[config.mk]
export PLATFORM = sky130hd
export DESIGN_NAME = vx_split_join_ctrl
export DESIGN_NICKNAME = d
export VERILOG_FILES = /design/src/rtl/vx_split_join_ctrl.sv
export SDC_FILE = /design/constraint.sdc
export NUM_CORES = 1
export LEC_CHECK = 0
export ABC_CLOCK_PERIOD_IN_PS = 3400
export CAP_MARGIN = 10
export CORE_AREA = 2 2 139 141
export CTS_BUF_LIST = sky130_fd_sc_hd__clkbuf_16
export CTS_CLUSTER_SIZE = 14
export DETAILED_ROUTE_END_ITERATION = 12
export DIE_AREA = 0 0 141 143
export GPL_ROUTABILITY_DRIVEN = 0
export MAX_ROUTING_LAYER = met4
export PLACE_DENSITY = 0.57
export SLEW_MARGIN = 30
export SYNTH_ARGS = -nofsm -noshare
export SYNTH_HDL_FRONTEND = slang
export SYNTH_SLANG_ARGS = --single-unit
[constraint.sdc]
create_clock -name clk -period 3.4 [get_ports clk]
set_input_delay 1.02 -clock clk [delete_from_list [all_inputs] [get_ports clk]]
set_output_delay 1.02 -clock clk [all_outputs]
set_load 0.01 [all_outputs]
[src/rtl/vx_split_join_ctrl.sv]
// vx_split_join_ctrl
//   Warp split/join controller that sits in front of the per-warp IPDOM
//   stacks. A SPLIT computes the then/else masks. On divergence it pushes
//   the reconvergence entry (q1) and the else-path entry (q2) onto the
//   warp's stack. A JOIN pops the top entry and redirects the warp to it.
//   The new mask/PC goes back to the scheduler through a one-deep
//   registered valid/ready slot.
//
//   Stack entry layout: {tmask, pc}.
//
//   Optional build macro: VX_SPLIT_JOIN_PERF_EN adds three 32-bit event
//   counters (perf_splits, perf_divergent, perf_joins).
//
// Ports
//   clk, reset               clock, synchronous active-high reset
//   req_*                    SPLIT/JOIN request from the branch unit (valid/ready)
//   stk_push/stk_pop         one-hot per-warp stack strobes, only in the accept cycle
//   stk_q1/stk_q2            entries pushed: q1 = reconvergence, q2 = else path
//   stk_d/stk_empty/stk_full per-warp stack top (combinational) and status
//   rsp_*                    registered response to the warp scheduler
//   err_ovf/err_unf          sticky overflow/underflow flags, cleared by reset only
//   perf_*                   event counters (VX_SPLIT_JOIN_PERF_EN only)
//
// FSM
//   state   | meaning
//   IDLE    | response register empty
//   HOLD    | rsp_valid=1, waiting for rsp_ready

module vx_split_join_ctrl #(
    parameter int NUM_WARPS   = 4,
    parameter int NUM_THREADS = 4,
    parameter int PC_WIDTH    = 32,
    localparam int WIDW = (NUM_WARPS > 1) ? $clog2(NUM_WARPS) : 1,
    localparam int ENTW = NUM_THREADS + PC_WIDTH
) (
    input  logic                          clk,
    input  logic                          reset,
    input  logic                          req_valid,
    output logic                          req_ready,
    input  logic                          req_join,
    input  logic [WIDW-1:0]               req_wid,
    input  logic [NUM_THREADS-1:0]        req_tmask,
    input  logic [NUM_THREADS-1:0]        req_taken,
    input  logic [PC_WIDTH-1:0]           req_pc,
    input  logic [PC_WIDTH-1:0]           req_rpc,
    output logic [NUM_WARPS-1:0]          stk_push,
    output logic [NUM_WARPS-1:0]          stk_pop,
    output logic [ENTW-1:0]               stk_q1,
    output logic [ENTW-1:0]               stk_q2,
    input  logic [NUM_WARPS*ENTW-1:0]     stk_d,
    input  logic [NUM_WARPS-1:0]          stk_empty,
    input  logic [NUM_WARPS-1:0]          stk_full,
    output logic                          rsp_valid,
    input  logic                          rsp_ready,
    output logic [WIDW-1:0]               rsp_wid,
    output logic [NUM_THREADS-1:0]        rsp_tmask,
    output logic [PC_WIDTH-1:0]           rsp_pc,
    output logic                          rsp_pc_en,
    output logic                          err_ovf,
    output logic                          err_unf
`ifdef VX_SPLIT_JOIN_PERF_EN
    ,
    output logic [31:0]                   perf_splits,
    output logic [31:0]                   perf_divergent,
    output logic [31:0]                   perf_joins
`endif
);

    localparam logic [0:0] ST_IDLE = 1'b0;
    localparam logic [0:0] ST_HOLD = 1'b1;

    logic [0:0]                          state;
    logic                                accept;
    logic [NUM_THREADS-1:0]              then_mask;
    logic [NUM_THREADS-1:0]              else_mask;
    logic                                divergent;
    logic                                do_push;
    logic                                do_pop;
    logic                                split_ovf;
    logic                                join_unf;
    logic [NUM_WARPS-1:0]                wid_onehot;
    logic [NUM_WARPS-1:0][ENTW-1:0]      stk_d_arr;
    logic [ENTW-1:0]                     stk_top;

    assign stk_d_arr = stk_d;
    assign stk_top   = stk_d_arr[req_wid];

    // Gating with reset keeps the stacks untouched while reset is held.
    assign req_ready = !reset && ((state == ST_IDLE) || rsp_ready);
    assign accept    = req_valid && req_ready;

    assign then_mask  = req_tmask & req_taken;
    assign else_mask  = req_tmask & ~req_taken;
    assign divergent  = (then_mask != '0) && (else_mask != '0);
    assign wid_onehot = NUM_WARPS'(1) << req_wid;

    assign do_push   = accept && !req_join && divergent && !stk_full[req_wid];
    assign split_ovf = accept && !req_join && divergent &&  stk_full[req_wid];
    assign do_pop    = accept &&  req_join && !stk_empty[req_wid];
    assign join_unf  = accept &&  req_join &&  stk_empty[req_wid];

    assign stk_push = do_push ? wid_onehot : '0;
    assign stk_pop  = do_pop  ? wid_onehot : '0;
    assign stk_q1   = {req_tmask, req_rpc};
    assign stk_q2   = {else_mask, req_pc};

    assign rsp_valid = (state == ST_HOLD);

    always_ff @(posedge clk) begin
        if (reset) begin
            state     <= ST_IDLE;
            rsp_wid   <= '0;
            rsp_tmask <= '0;
            rsp_pc    <= '0;
            rsp_pc_en <= 1'b0;
            err_ovf   <= 1'b0;
            err_unf   <= 1'b0;
        end else begin
            if (accept) begin
                state   <= ST_HOLD;
                rsp_wid <= req_wid;
                if (do_pop) begin
                    rsp_tmask <= stk_top[ENTW-1 -: NUM_THREADS];
                    rsp_pc    <= stk_top[PC_WIDTH-1:0];
                    rsp_pc_en <= 1'b1;
                end else begin
                    // Uniform SPLIT, overflowed SPLIT and underflowed JOIN
                    // all keep the current mask and do not redirect the PC.
                    rsp_tmask <= do_push ? then_mask : req_tmask;
                    rsp_pc    <= '0;
                    rsp_pc_en <= 1'b0;
                end
            end else if (rsp_ready) begin
                state <= ST_IDLE;
            end
            if (split_ovf) err_ovf <= 1'b1;
            if (join_unf)  err_unf <= 1'b1;
        end
    end

`ifdef VX_SPLIT_JOIN_PERF_EN
    always_ff @(posedge clk) begin
        if (reset) begin
            perf_splits    <= '0;
            perf_divergent <= '0;
            perf_joins     <= '0;
        end else begin
            if (accept && !req_join) perf_splits    <= perf_splits + 32'd1;
            if (do_push)             perf_divergent <= perf_divergent + 32'd1;
            if (do_pop)              perf_joins     <= perf_joins + 32'd1;
        end
    end
`endif

endmodule
# --- After elaboration in Yosys (flattened, before gate mapping) ---
# Index checks and enable logic that the tools add are counted.
word_totals:
  word_cells: 45
  ff_bits: 42
  output_inout_bits: 123
  input_bits: 231
classes:
  n_lt_le_gt_ge: 1
  n_shift: 1
  n_mux: 14
  n_bitwise: 4
  reduce_logical: 18
op_table:
  columns: ["cell", "count"]
  rows:
  - ["$bmux 36 s2", 1]
  - ["$mux 36", 1]
  - ["$mux 32", 1]
  - ["$mux 4", 4]
  - ["$logic_and 1x1->1", 10]
  - ["$and 4x4->4", 2]
  - ["$reduce_bool 4->1", 2]
  - ["$mux 1", 5]
  - ["$bmux 1 s2", 2]
  - ["$logic_not 1->1", 4]
  - ["$not 4->4", 1]
  - ["$shl 1x2->4 const A", 1]
  - ["$lt 2x3->1 const B", 1]
  - ["$reduce_bool 2->1", 1]
  - ["$logic_or 1x1->1", 1]
  - ["$not 1->1", 1]

# --- Depth between registers and ports, before layout ---
# Gate-level depths: netlist of the first run.
depth:
  word_depth: 9
  depth_mapped: 6
  ltp_nobuf: 4

# --- Worst setup path after synthesis of the first run ---
# OpenSTA, ideal clock, no wires.
synth_timing:
  path_type: "input to output"
  start: "input port req_wid[0]"
  end: "output port stk_pop[0]"
  slack_ns: 0.018
  arrival_ns: 2.362
  path_stages: 5
  path_buffers: 1
  required_time_ns: 2.380
  path_cell_list: "buf_6 > mux2_4 > mux2_4 > or2_2 > nor3_1"
synth_via:
  elab_chain_cells: 5
  elab_cells_between_ends: 6
  classes_between: "1 x shift; 3 x mux; 2 x reduce/logical"
synth_rtl:
  columns: ["item", "line", "text"]
  rows:
  - ["from (decl)", "41", "input logic [WIDW-1:0] req_wid,"]
  - ["$bmux 1 s2", "99", "assign do_pop = accept && req_join && !stk_empty[req_wid];"]
  - ["$mux 1 (not written as such)", "99", null]
  - ["$logic_not 1->1", "99", null]
  - ["$logic_and 1x1->1", "99", null]
  - ["$mux 4 *", "103", "assign stk_pop = do_pop ? wid_onehot : '0;"]
  - ["to (decl)", "47", "output logic [NUM_WARPS-1:0] stk_pop,"]
# Every way passes the cells marked *; elsewhere a longest branch is shown, timed or not. The select of a mux whose other input is x is not followed.

# --- Worst setup path after layout of the first run ---
layout_timing:
  start: "input port stk_full[2]"
  end: "output port stk_push[0]"
layout_via:
  elab_chain_cells: 5
layout_rtl:
  columns: ["item", "line", "text"]
  rows:
  - ["from (decl)", "52", "input logic [NUM_WARPS-1:0] stk_full,"]
  - ["$bmux 1 s2", "97", "assign do_push = accept && !req_join && divergent && !stk_full[req_wid];"]
  - ["$mux 1 (not written as such)", "97", null]
  - ["$logic_not 1->1", "97", null]
  - ["$logic_and 1x1->1", "97", null]
  - ["$mux 4", "102", "assign stk_push = do_push ? wid_onehot : '0;"]
  - ["to (decl)", "46", "output logic [NUM_WARPS-1:0] stk_push,"]
# Every way passes these cells. The select of a mux whose other input is x is not followed.

==> results of run 1 <==
-- cell type report --
type	count	area, sq um
clock inverters	3	12.51
fillers	1921	12840
inverters	67	251.5
clock buffers	5	125.1
multi-input cells	167	1775
well taps	234	292.8
flip-flops and latches	42	840.8
repair buffers	257	2437
-- per-stage QoR --
| stage | setup WS [ps] | power [W] |
|---|---|---|
| final | 51.05 | 0.001505 |
| after detailed placement | -764.1 | 0.001048 |
| after CTS | 4.773 | 0.001534 |
| after floorplan | 18.11 | 0.0008222 |
| after global routing | -4.486 | 0.001590 |
| after global placement | -715.5 | 0.001041 |
-- power by group --
group	leakage (nW)	switching, W	internal [W]
sequential	0.341	0.00000951	0.000509
combinational	1.78	0.000183	0.000333
clock	0.0724	0.000205	0.000266
total	2.19	0.000398	0.00111
-- layer usage --
metal / share of wire / vias up / GRT usage
met5: 0 / - / -
met4: 0.028 / 0 / 0.04789
met3: 0.074 / 31 / 0.04091
met2: 0.49 / 152 / 0.2154
met1: 0.41 / 1585 / 0.1421
li1: - / 1559 / -
-- worst paths after layout --
check,startpoint,end,slack (ps)
max,stk_full[2],stk_push[0],50
min,rsp_wid[1]$_SDFFE_PP0N_,rsp_wid[1]$_SDFFE_PP0N_,490
max reg2reg,rsp_valid$_SDFFE_PP0P_,rsp_tmask[2]$_SDFFE_PP0N_,1590
min reg2reg,rsp_wid[1]$_SDFFE_PP0N_,rsp_wid[1]$_SDFFE_PP0N_,490
-- critical path, delay by kind of cell --
family,cells,cell delay [ps]
buf+inv,3,470
mux,1,500
simple gates,2,340
-- timing repair --
item,4_1_cts,5_1_grt
gates resized for setup,70,18
setup endpoints to repair,13,5
cloned,0,0
pin swaps,8,6
setup buffers,1,0
-- cell usage after synthesis, drive strengths merged (2+ instances only) --
| master | count |
|---|---|
| o32a | 32 |
| a22oi | 2 |
| mux2 | 3 |
| o211ai | 2 |
| a21oi | 2 |
| clkbuf | 13 |
| and3b | 4 |
| a311o | 4 |
| inv | 67 |
| nor3 | 3 |
| nor3b | 4 |
| a31oi | 2 |
| mux4 | 37 |
| nand2b | 5 |
| nor2 | 45 |
| nand2 | 6 |
| nor2b | 5 |
| nand3 | 4 |
| buf | 80 |
| dfxtp | 42 |
-- layout by cell type (no fill, tap or decap), types with 3 or more instances in the layout --
cell	netlist	layout
inv_1	67	67
nand2b_1	5	4
nor2_1	45	43
o32a_1	32	32
clkbuf_16	0	5
buf_2	6	11
dfxtp_1	42	42
mux2_4	3	3
nor3b_1	4	4
clkdlybuf4s50_1	0	195
buf_4	69	31
nand3_1	4	4
dlygate4sd2_1	0	5
nand2_1	6	6
clkdlybuf4s15_1	0	10
and3b_1	4	4
nor2b_2	0	4
mux4_2	37	37
a311o_1	4	4
-- flip-flops by register name (all words and copies together), names as in the netlist --
register,flops
err_ovf,1
err_unf,1
rsp_pc,32
rsp_pc_en,1
rsp_tmask,4
rsp_valid,1
rsp_wid,2
-- cell families (layout without fill, tap and decap cells) --
kind of cell,after synthesis,in the layout
buffers and inverters,160,332
DFF,42,42
muxes,40,40
and+or+nand+nor,80,80
AOI/OAI and AO/OA,47,47
==> results.yml, run 1 <==
critical_path:
  required_ps: 2380
  cp-end-kind: "primary output"
  cpPeakStageDelay_ps: 500
  worst_path_max_delay_cell: "mux4_2"
  path_cells: "clkdlybuf4s15_1 > mux4_2 > nand3b_1 > buf_6 > nor3_4 > buf_2"
  worstPathMaxFanout: 4
  crit_arrival_ps: 2330
  worstSetupPathType: "in -> out"
  start_kind: "input port"
  rr_worst_depth: 6
route:
  vias: 3327
  drt_iter0_drc: 78
  vias_per_cell: 4.293
  wl_per_cell_microns: 16.37
  ant_nets: 0
  wl_mm: 12.68
  drc: 0
  drtPass1Iterations: 4
synthesis:
  yosys.area_share.simple: 0.1104
  syn-mean-instance-area_sq_um: 9.335
  synthDominantCellAreaShare: 0.2441
  yosys-top-cells-area: "dfxtp_1, mux4_2, buf_4, o32a_1, inv_1"
  synth_area_leader_cell: "dfxtp_1"
  seq_area_frac_synth: 0.2441
  synth_compound_area_frac: 0.1300
  synth_cells: 369
  syn-cell-area_sq_um: 3445
  synth_seq_cells: 42
  yosysWarnings: 0
  synth.area.mux_share: 0.2550
  synth_top_family_by_area: "buffers and inverters"
  synth_fp_nets: 600
  async_flop_share: 0
  ys_types: 30
  synth_edf_count: 0
  synth_adder_area_share: 0
  synthXorXnorAreaFrac: 0
  ys.flop_type: "dfxtp_1"
clocking:
  cts_max_path_buffers: 2
  clkTransAtPathRegs_ps: 60
  cts-hold-fix-buffers: 0
  htreeDepth: 2
  tritoncts: "built"
  cts-root-buf: "clkbuf_16"
  clock_latency_ps: 290
  cts_buffers: 5
  cts_sinks: 42
timing:
  clock.fmax_ghz: 0.2986
  holdWs_ps: 489.5
  slew-limit-headroom: 0.5700
  period_share: 0.9850
  post-route-min-period_ps: 3349
  timing.setup.tns_ps: 0
  setup_viol: 0
  hold_viol_final: 0
  skew_ps: 5.644
  worstMarginPinSlew_ps: 645.0
  finalMaxSlewViolations: 0
global_routing:
  grt_overflow: 0
  track_usage: 0.1278
  grt_pass1_vias: 3517
  grt_max_degree: 43
  grt_pass1_wl_mm: 19.18
  antenna_found_initial: 0
cells_and_area:
  finalNetCount: 771
  synthToLayoutAreaGrowth_pct: 66.51
  drive_above_1_share: 0.1978
  n_antenna_cell: 0
  fin_area_sq_um: 5736
  finish.utilization: 0.3087
  final_cell_count_no_fill: 775
floorplanning:
  pin_count: 354
  start_util: 0.1854
  dieArea_sq_um: 20160
  chipHeight_microns: 143
  core-area_sq_um: 18580
  die_w_microns: 141
  num_rows: 50
placed_design:
  port_buffers: 225
  place_hpwl_mm: 10.04
  postPlaceCellArea_sq_um: 5567
  place_inst: 766
hold_path:
  holdPathStages: 2
  holdCritPathClass: "reg -> reg"
power:
  powerDensity_nw_per_um2: 262.4
  p_leak_nw: 2.193
  ir_worst_vdd_mv: 0.1546
run:
  maxCapViolations: 0
outcome:
  status: "finished, final reports clean"
Note: power is estimated with default switching activity, not from simulation.
==> inputs of run 2 (changes only) <==
- GPL_ROUTABILITY_DRIVEN: 0 -> unset
- HOLD_SLACK_MARGIN: unset -> 0.03
- SLEW_MARGIN: 30 -> unset
==> results of run 2 <==
Final layout, timing and power as in run 1 (identical DEF).
==> inputs of run 3 (changes only) <==
- SLEW_MARGIN: unset -> 0
==> results of run 3 <==
Final layout, timing and power as in run 1 (identical DEF).
